[src/rtl/qadd_pkg.sv]
// Shared definitions for the qadd/qsub datapath family: common width and
// the record carried by each pipeline stage.
package qadd_pkg;

  localparam int SIZE = 8;
  localparam int QSUB_DEPTH = 3;

  typedef struct packed {
    logic            valid;
    logic [SIZE-1:0] data;
    logic [SIZE-1:0] b;
    logic [SIZE-1:0] c;
  } pipe_stage_t;

endpackage

[src/rtl/qsub_pp_stage.sv]
// One qsub pipeline register: captures valid/data/b/c on enable, optionally
// subtracting b from data on the way in (modulo 2^WIDTH).
module qsub_stage
  import qadd_pkg::*;
#(
  parameter int WIDTH  = SIZE,
  parameter bit SUB_EN = 1'b1
) (
  input  logic             clk,
  input  logic             rst_n,
  input  logic             en_i,
  input  logic             valid_i,
  input  logic [WIDTH-1:0] data_i,
  input  logic [WIDTH-1:0] b_i,
  input  logic [WIDTH-1:0] c_i,
  output logic             valid_o,
  output logic [WIDTH-1:0] data_o,
  output logic [WIDTH-1:0] b_o,
  output logic [WIDTH-1:0] c_o
);

  logic             valid_q;
  logic [WIDTH-1:0] data_q;
  logic [WIDTH-1:0] data_d;
  logic [WIDTH-1:0] b_q;
  logic [WIDTH-1:0] c_q;

  always_comb begin
    data_d = data_i;
    if (SUB_EN) begin
      data_d = data_i - b_i;
    end
  end

  // Data fields load regardless of valid_i; only the valid bit is meaningful.
  always_ff @(posedge clk or negedge rst_n) begin
    if (!rst_n) begin
      valid_q <= 1'b0;
      data_q  <= '0;
      b_q     <= '0;
      c_q     <= '0;
    end else if (en_i) begin
      valid_q <= valid_i;
      data_q  <= data_d;
      b_q     <= b_i;
      c_q     <= c_i;
    end
  end

  assign valid_o = valid_q;
  assign data_o  = data_q;
  assign b_o     = b_q;
  assign c_o     = c_q;

endmodule

[src/rtl/qsub_pp.sv]
// Pipelined qadd decoder: a = c - b - b over three stages with a global
// stall, plus an ok flag re-encoding a + b + b against the original c.
module qsub_pp
  import qadd_pkg::*;
#(
  parameter int WIDTH  = SIZE,
  parameter int STAGES = 3
) (
  input  logic             clk,
  input  logic             rst,
  input  logic             in_valid,
  output logic             in_ready,
  input  logic [WIDTH-1:0] c,
  input  logic [WIDTH-1:0] b,
  output logic             out_valid,
  input  logic             out_ready,
  output logic [WIDTH-1:0] a,
  output logic             ok,
  output logic [1:0]       busy
);

  if (STAGES != QSUB_DEPTH) begin : g_bad_stages
    $error("qsub_pp: STAGES must be 3");
  end

  logic             adv;
  logic             vld_p1, vld_p2, vld_p3;
  logic [WIDTH-1:0] d_p1, d_p2, d_p3;
  logic [WIDTH-1:0] b_p1, b_p2, b_p3;
  logic [WIDTH-1:0] c_p1, c_p2, c_p3;
  logic [WIDTH-1:0] chk_sum;
  logic             acc_in, acc_out;
  logic [1:0]       busy_q, busy_d;

  // Global stall: the whole pipe moves only when the last slot can drain.
  assign adv      = !vld_p3 || out_ready;
  assign in_ready = adv;

  qsub_stage #(.WIDTH(WIDTH), .SUB_EN(1'b0)) u_s1 (
    .clk     (clk),
    .rst_n   (rst),
    .en_i    (adv),
    .valid_i (in_valid),
    .data_i  (c),
    .b_i     (b),
    .c_i     (c),
    .valid_o (vld_p1),
    .data_o  (d_p1),
    .b_o     (b_p1),
    .c_o     (c_p1)
  );

  qsub_stage #(.WIDTH(WIDTH), .SUB_EN(1'b1)) u_s2 (
    .clk     (clk),
    .rst_n   (rst),
    .en_i    (adv),
    .valid_i (vld_p1),
    .data_i  (d_p1),
    .b_i     (b_p1),
    .c_i     (c_p1),
    .valid_o (vld_p2),
    .data_o  (d_p2),
    .b_o     (b_p2),
    .c_o     (c_p2)
  );

  qsub_stage #(.WIDTH(WIDTH), .SUB_EN(1'b1)) u_s3 (
    .clk     (clk),
    .rst_n   (rst),
    .en_i    (adv),
    .valid_i (vld_p2),
    .data_i  (d_p2),
    .b_i     (b_p2),
    .c_i     (c_p2),
    .valid_o (vld_p3),
    .data_o  (d_p3),
    .b_o     (b_p3),
    .c_o     (c_p3)
  );

  assign chk_sum   = d_p3 + b_p3 + b_p3;
  assign a         = d_p3;
  assign out_valid = vld_p3;
  assign ok        = vld_p3 && (chk_sum == c_p3);

  // Occupancy tracks accepted-in minus accepted-out, so it equals v1+v2+v3.
  assign acc_in  = in_valid && adv;
  assign acc_out = vld_p3 && out_ready;

  always_comb begin
    busy_d = busy_q;
    if (acc_in && !acc_out) begin
      busy_d = busy_q + 2'd1;
    end else if (!acc_in && acc_out) begin
      busy_d = busy_q - 2'd1;
    end
  end

  always_ff @(posedge clk or negedge rst) begin
    if (!rst) begin
      busy_q <= 2'd0;
    end else begin
      busy_q <= busy_d;
    end
  end

  assign busy = busy_q;

endmodule

[config.mk]
export PLATFORM = sky130hd
export DESIGN_NAME = qsub_pp
export DESIGN_NICKNAME = d
export VERILOG_FILES = /design/src/rtl/qadd_pkg.sv /design/src/rtl/qsub_pp_stage.sv /design/src/rtl/qsub_pp.sv
export SDC_FILE = /design/constraint.sdc
export NUM_CORES = 1
export LEC_CHECK = 0
export CAP_MARGIN = 0
export CORE_UTILIZATION = 58
export DETAILED_ROUTE_END_ITERATION = 7
export GPL_TIMING_DRIVEN = 0
export PLACE_DENSITY_LB_ADDON = 0.1
export RECOVER_POWER = 100
export SYNTH_ARGS = -nofsm -noshare
export SYNTH_HDL_FRONTEND = slang
export SYNTH_HIERARCHICAL = 1
export SYNTH_SLANG_ARGS = --single-unit
[constraint.sdc]
create_clock -name clk -period 3.8 [get_ports clk]
set_input_delay 1.14 -clock clk [delete_from_list [all_inputs] [get_ports clk]]
set_output_delay 1.14 -clock clk [all_outputs]
set_load 0.005 [all_outputs]
==> run_results.csv <==
group,metric,value,unit
hold_path,hold_path.class,"register to register",
synthesis,synth.avg_cell_area,12.58,um2
finish,final_util,69.91,%
synthesis,ys_warn_count,6,
worst_setup_path,crit_path_start_kind,"register",
finish,final_common_cell,"dfrtp_1",
finish,nFillCells,498,
die,rows,29,
timing,fin_tns_setup,0,ns
cts,cts_max_level,3,
placed_design,place_hpwl,5.640,mm
synthesis,netlist_instances,318,
detailed_routing,post_drt_wl_per_cell,16.97,um
worst_setup_path,cp.required,2.66,ns
power,switching_share,37.20,%
timing,slew_violations,0,
finish,area_delta_synth_final,13.51,%
die,core_region_area,6495,um2
cts,cts_buffer_depth,2,
power,power_frac_clock,16.3,%
power,power_frac_comb,49.6,%
power,p_seq_share,34.2,%
synthesis,synth_nets,361,
placed_design,port_buffers,32,
power,power,4120,uW
timing,setup_viol,0,
global_route,grt_overflow,0,
flow_run,cap_violations,0,
global_route,grt_pass1_vias,2610,
cts,cts_made_buffers,9,
detailed_routing,ant_nets,0,
power,ir_drop,0.0005065,V
die,start_util,61.59,%
finish,stdcell_count,448,
finish,final_nets,409,
global_route,grt_pass1_wl,12.99,mm
timing,hold_violations,0,
placed_design,gp_congestion,0.7862,
cts,clkLatencyLatePin,0.35,ns
power,p_int,2587,uW
finish,layout_common_cells,"dfrtp_1 (76), mux2_2 (40), inv_1 (19), ha_1 (19)",
cts,clkTransAtPathRegs,0.08,ns
timing,fin_worst_skew,0.01415,ns
worst_setup_path,cp.arrival,2.56,ns
cts,cts_tree,"yes",
global_route,antenna_found_initial,0,
timing,max-slew-margin-rel,14.11,%
status,status,"completed",
timing,fin_crit_sh,97.47,%
power,powerDensity,907.3,nW/um2
cts,postCtsHoldBufs,0,
detailed_routing,drtIter0Drc,128,
detailed_routing,drc_errors,0,
timing,tightest_slew,1.288,ns
global_route,grt_max_degree,54,
worst_setup_path,worstSetupPathType,"register to output port",
die,die_w,85.05,um
die,ios,33,
global_route,grt_util_all_layers,24.02,%
power,p_switching,1532,uW
timing,post-route-min-period,3.704,ns
detailed_routing,via_per_inst,5.888,
timing,rsz0062_at_grt,"yes",
finish,drive_gt1_share,19.14,%
die,die-height,85.05,um
detailed_routing,vias,2638,
placed_design,dp_cells,428,
worst_setup_path,cp-end-kind,"output port",
worst_setup_path,crit_fanout,2,
cts,cts_root_buf,"clkbuf_8",
finish,diodes,0,
die,dieArea,7233,um2
timing,fmax,270.0,MHz
power,p_leak,0.001952,uW
detailed_routing,route.final.wire_length,7.604,mm
synthesis,netlist_area,4000,um2
cts,cts_sinks,76,
detailed_routing,drt_first_pass_iters,5,
==> power by group through the flow <==
stage	clock (uW)	sequential (uW)	combinational, uW
floorplan	0	1340	1590
detailed placement	0	1430	2050
global route	716	1450	2270
CTS	682	1420	2110
global placement	0	1410	1980
finish	670	1410	2040
==> timing repair <==
| action | CTS | global route |
|---|---|---|
| gates cloned | 0 | 0 |
| gates resized for setup | 6 | 1 |
| setup buffers | 3 | 1 |
| pin swaps | 3 | 3 |
| setup endpoints to repair | 1 | 1 |
==> sequential cells by signal, indices dropped and copies added, names as in the netlist <==
| name | count |
|---|---|
| u_s2/valid_o | 1 |
| u_s3/b_o | 7 |
| u_s1/b_o | 8 |
| u_s3/valid_o | 1 |
| u_s2/data_o | 8 |
| u_s1/c_o | 8 |
| u_s1/valid_o | 1 |
| u_s2/b_o | 8 |
| u_s3/data_o | 8 |
| busy | 2 |
| u_s1/data_o | 8 |
| u_s3/c_o | 8 |
| u_s2/c_o | 8 |
==> final cells by class <==
class / count / area, um2 / share of cell area [%]
sequential: 76 / 1902 / 41.88
inverter: 21 / 78.83 / 1.736
multi-input combinational: 210 / 1861 / 40.98
timing repair buffer: 37 / 344.1 / 7.578
clock inverter: 4 / 72.57 / 1.598
buffer: 11 / 41.29 / 0.9093
tap: 77 / 96.34 / 2.122
clock buffer: 12 / 145.1 / 3.196
==> worst paths after layout <==
kind | startpoint | slack (ns) | cells past startpoint | to
hold reg to reg | busy[1] | 0.46 | 1 | busy[1]
max in group asynchronous | rst | 0.86 | 2 | u_s1/b_o[5]
setup reg to reg | u_s3/valid_o | 1.61 | 7 | u_s2/data_o[7]
hold / removal | busy[1] | 0.46 | 1 | busy[1]
setup / recovery | u_s3/data_o[1] | 0.1 | 8 | ok
min in group asynchronous | rst | 1.04 | 1 | busy[0]
==> per-layer routing <==
metal  up-vias  GRT usage [%]  share of wire, %  wire, um
li1       1251              -                 -         -
met1      1324          32.24                47      3596
met2        53          38.64                48      3665
met3        10          3.696               2.7       205
met4         0          11.40               1.8       137
met5         -              0                 0         0
==> worst max-delay path, cell delays in order (launching register included) <==
cell	delay [ns]
dfrtp_1	0.39
ha_2	0.20
fa_2	0.34
a21o_1	0.17
a21oi_2	0.20
xnor2_2	0.08
or4_4	0.48
nor4b_2	0.21
buf_2	0.15
==> metrics by stage <==
stage | hold WS, ns | area, um2 | worst slack, ns
after floorplan | 0.4530 | 4000 | 0.5489
after global placement | 0.4566 | 4417 | -0.9592
after detailed placement | 0.4587 | 4442 | -0.05756
after CTS | 0.4722 | 4682 | 0.08368
after global routing | 0.4737 | 4541 | -0.01440
final | 0.4589 | 4541 | 0.09623
Power figures use the tool's default switching activity.
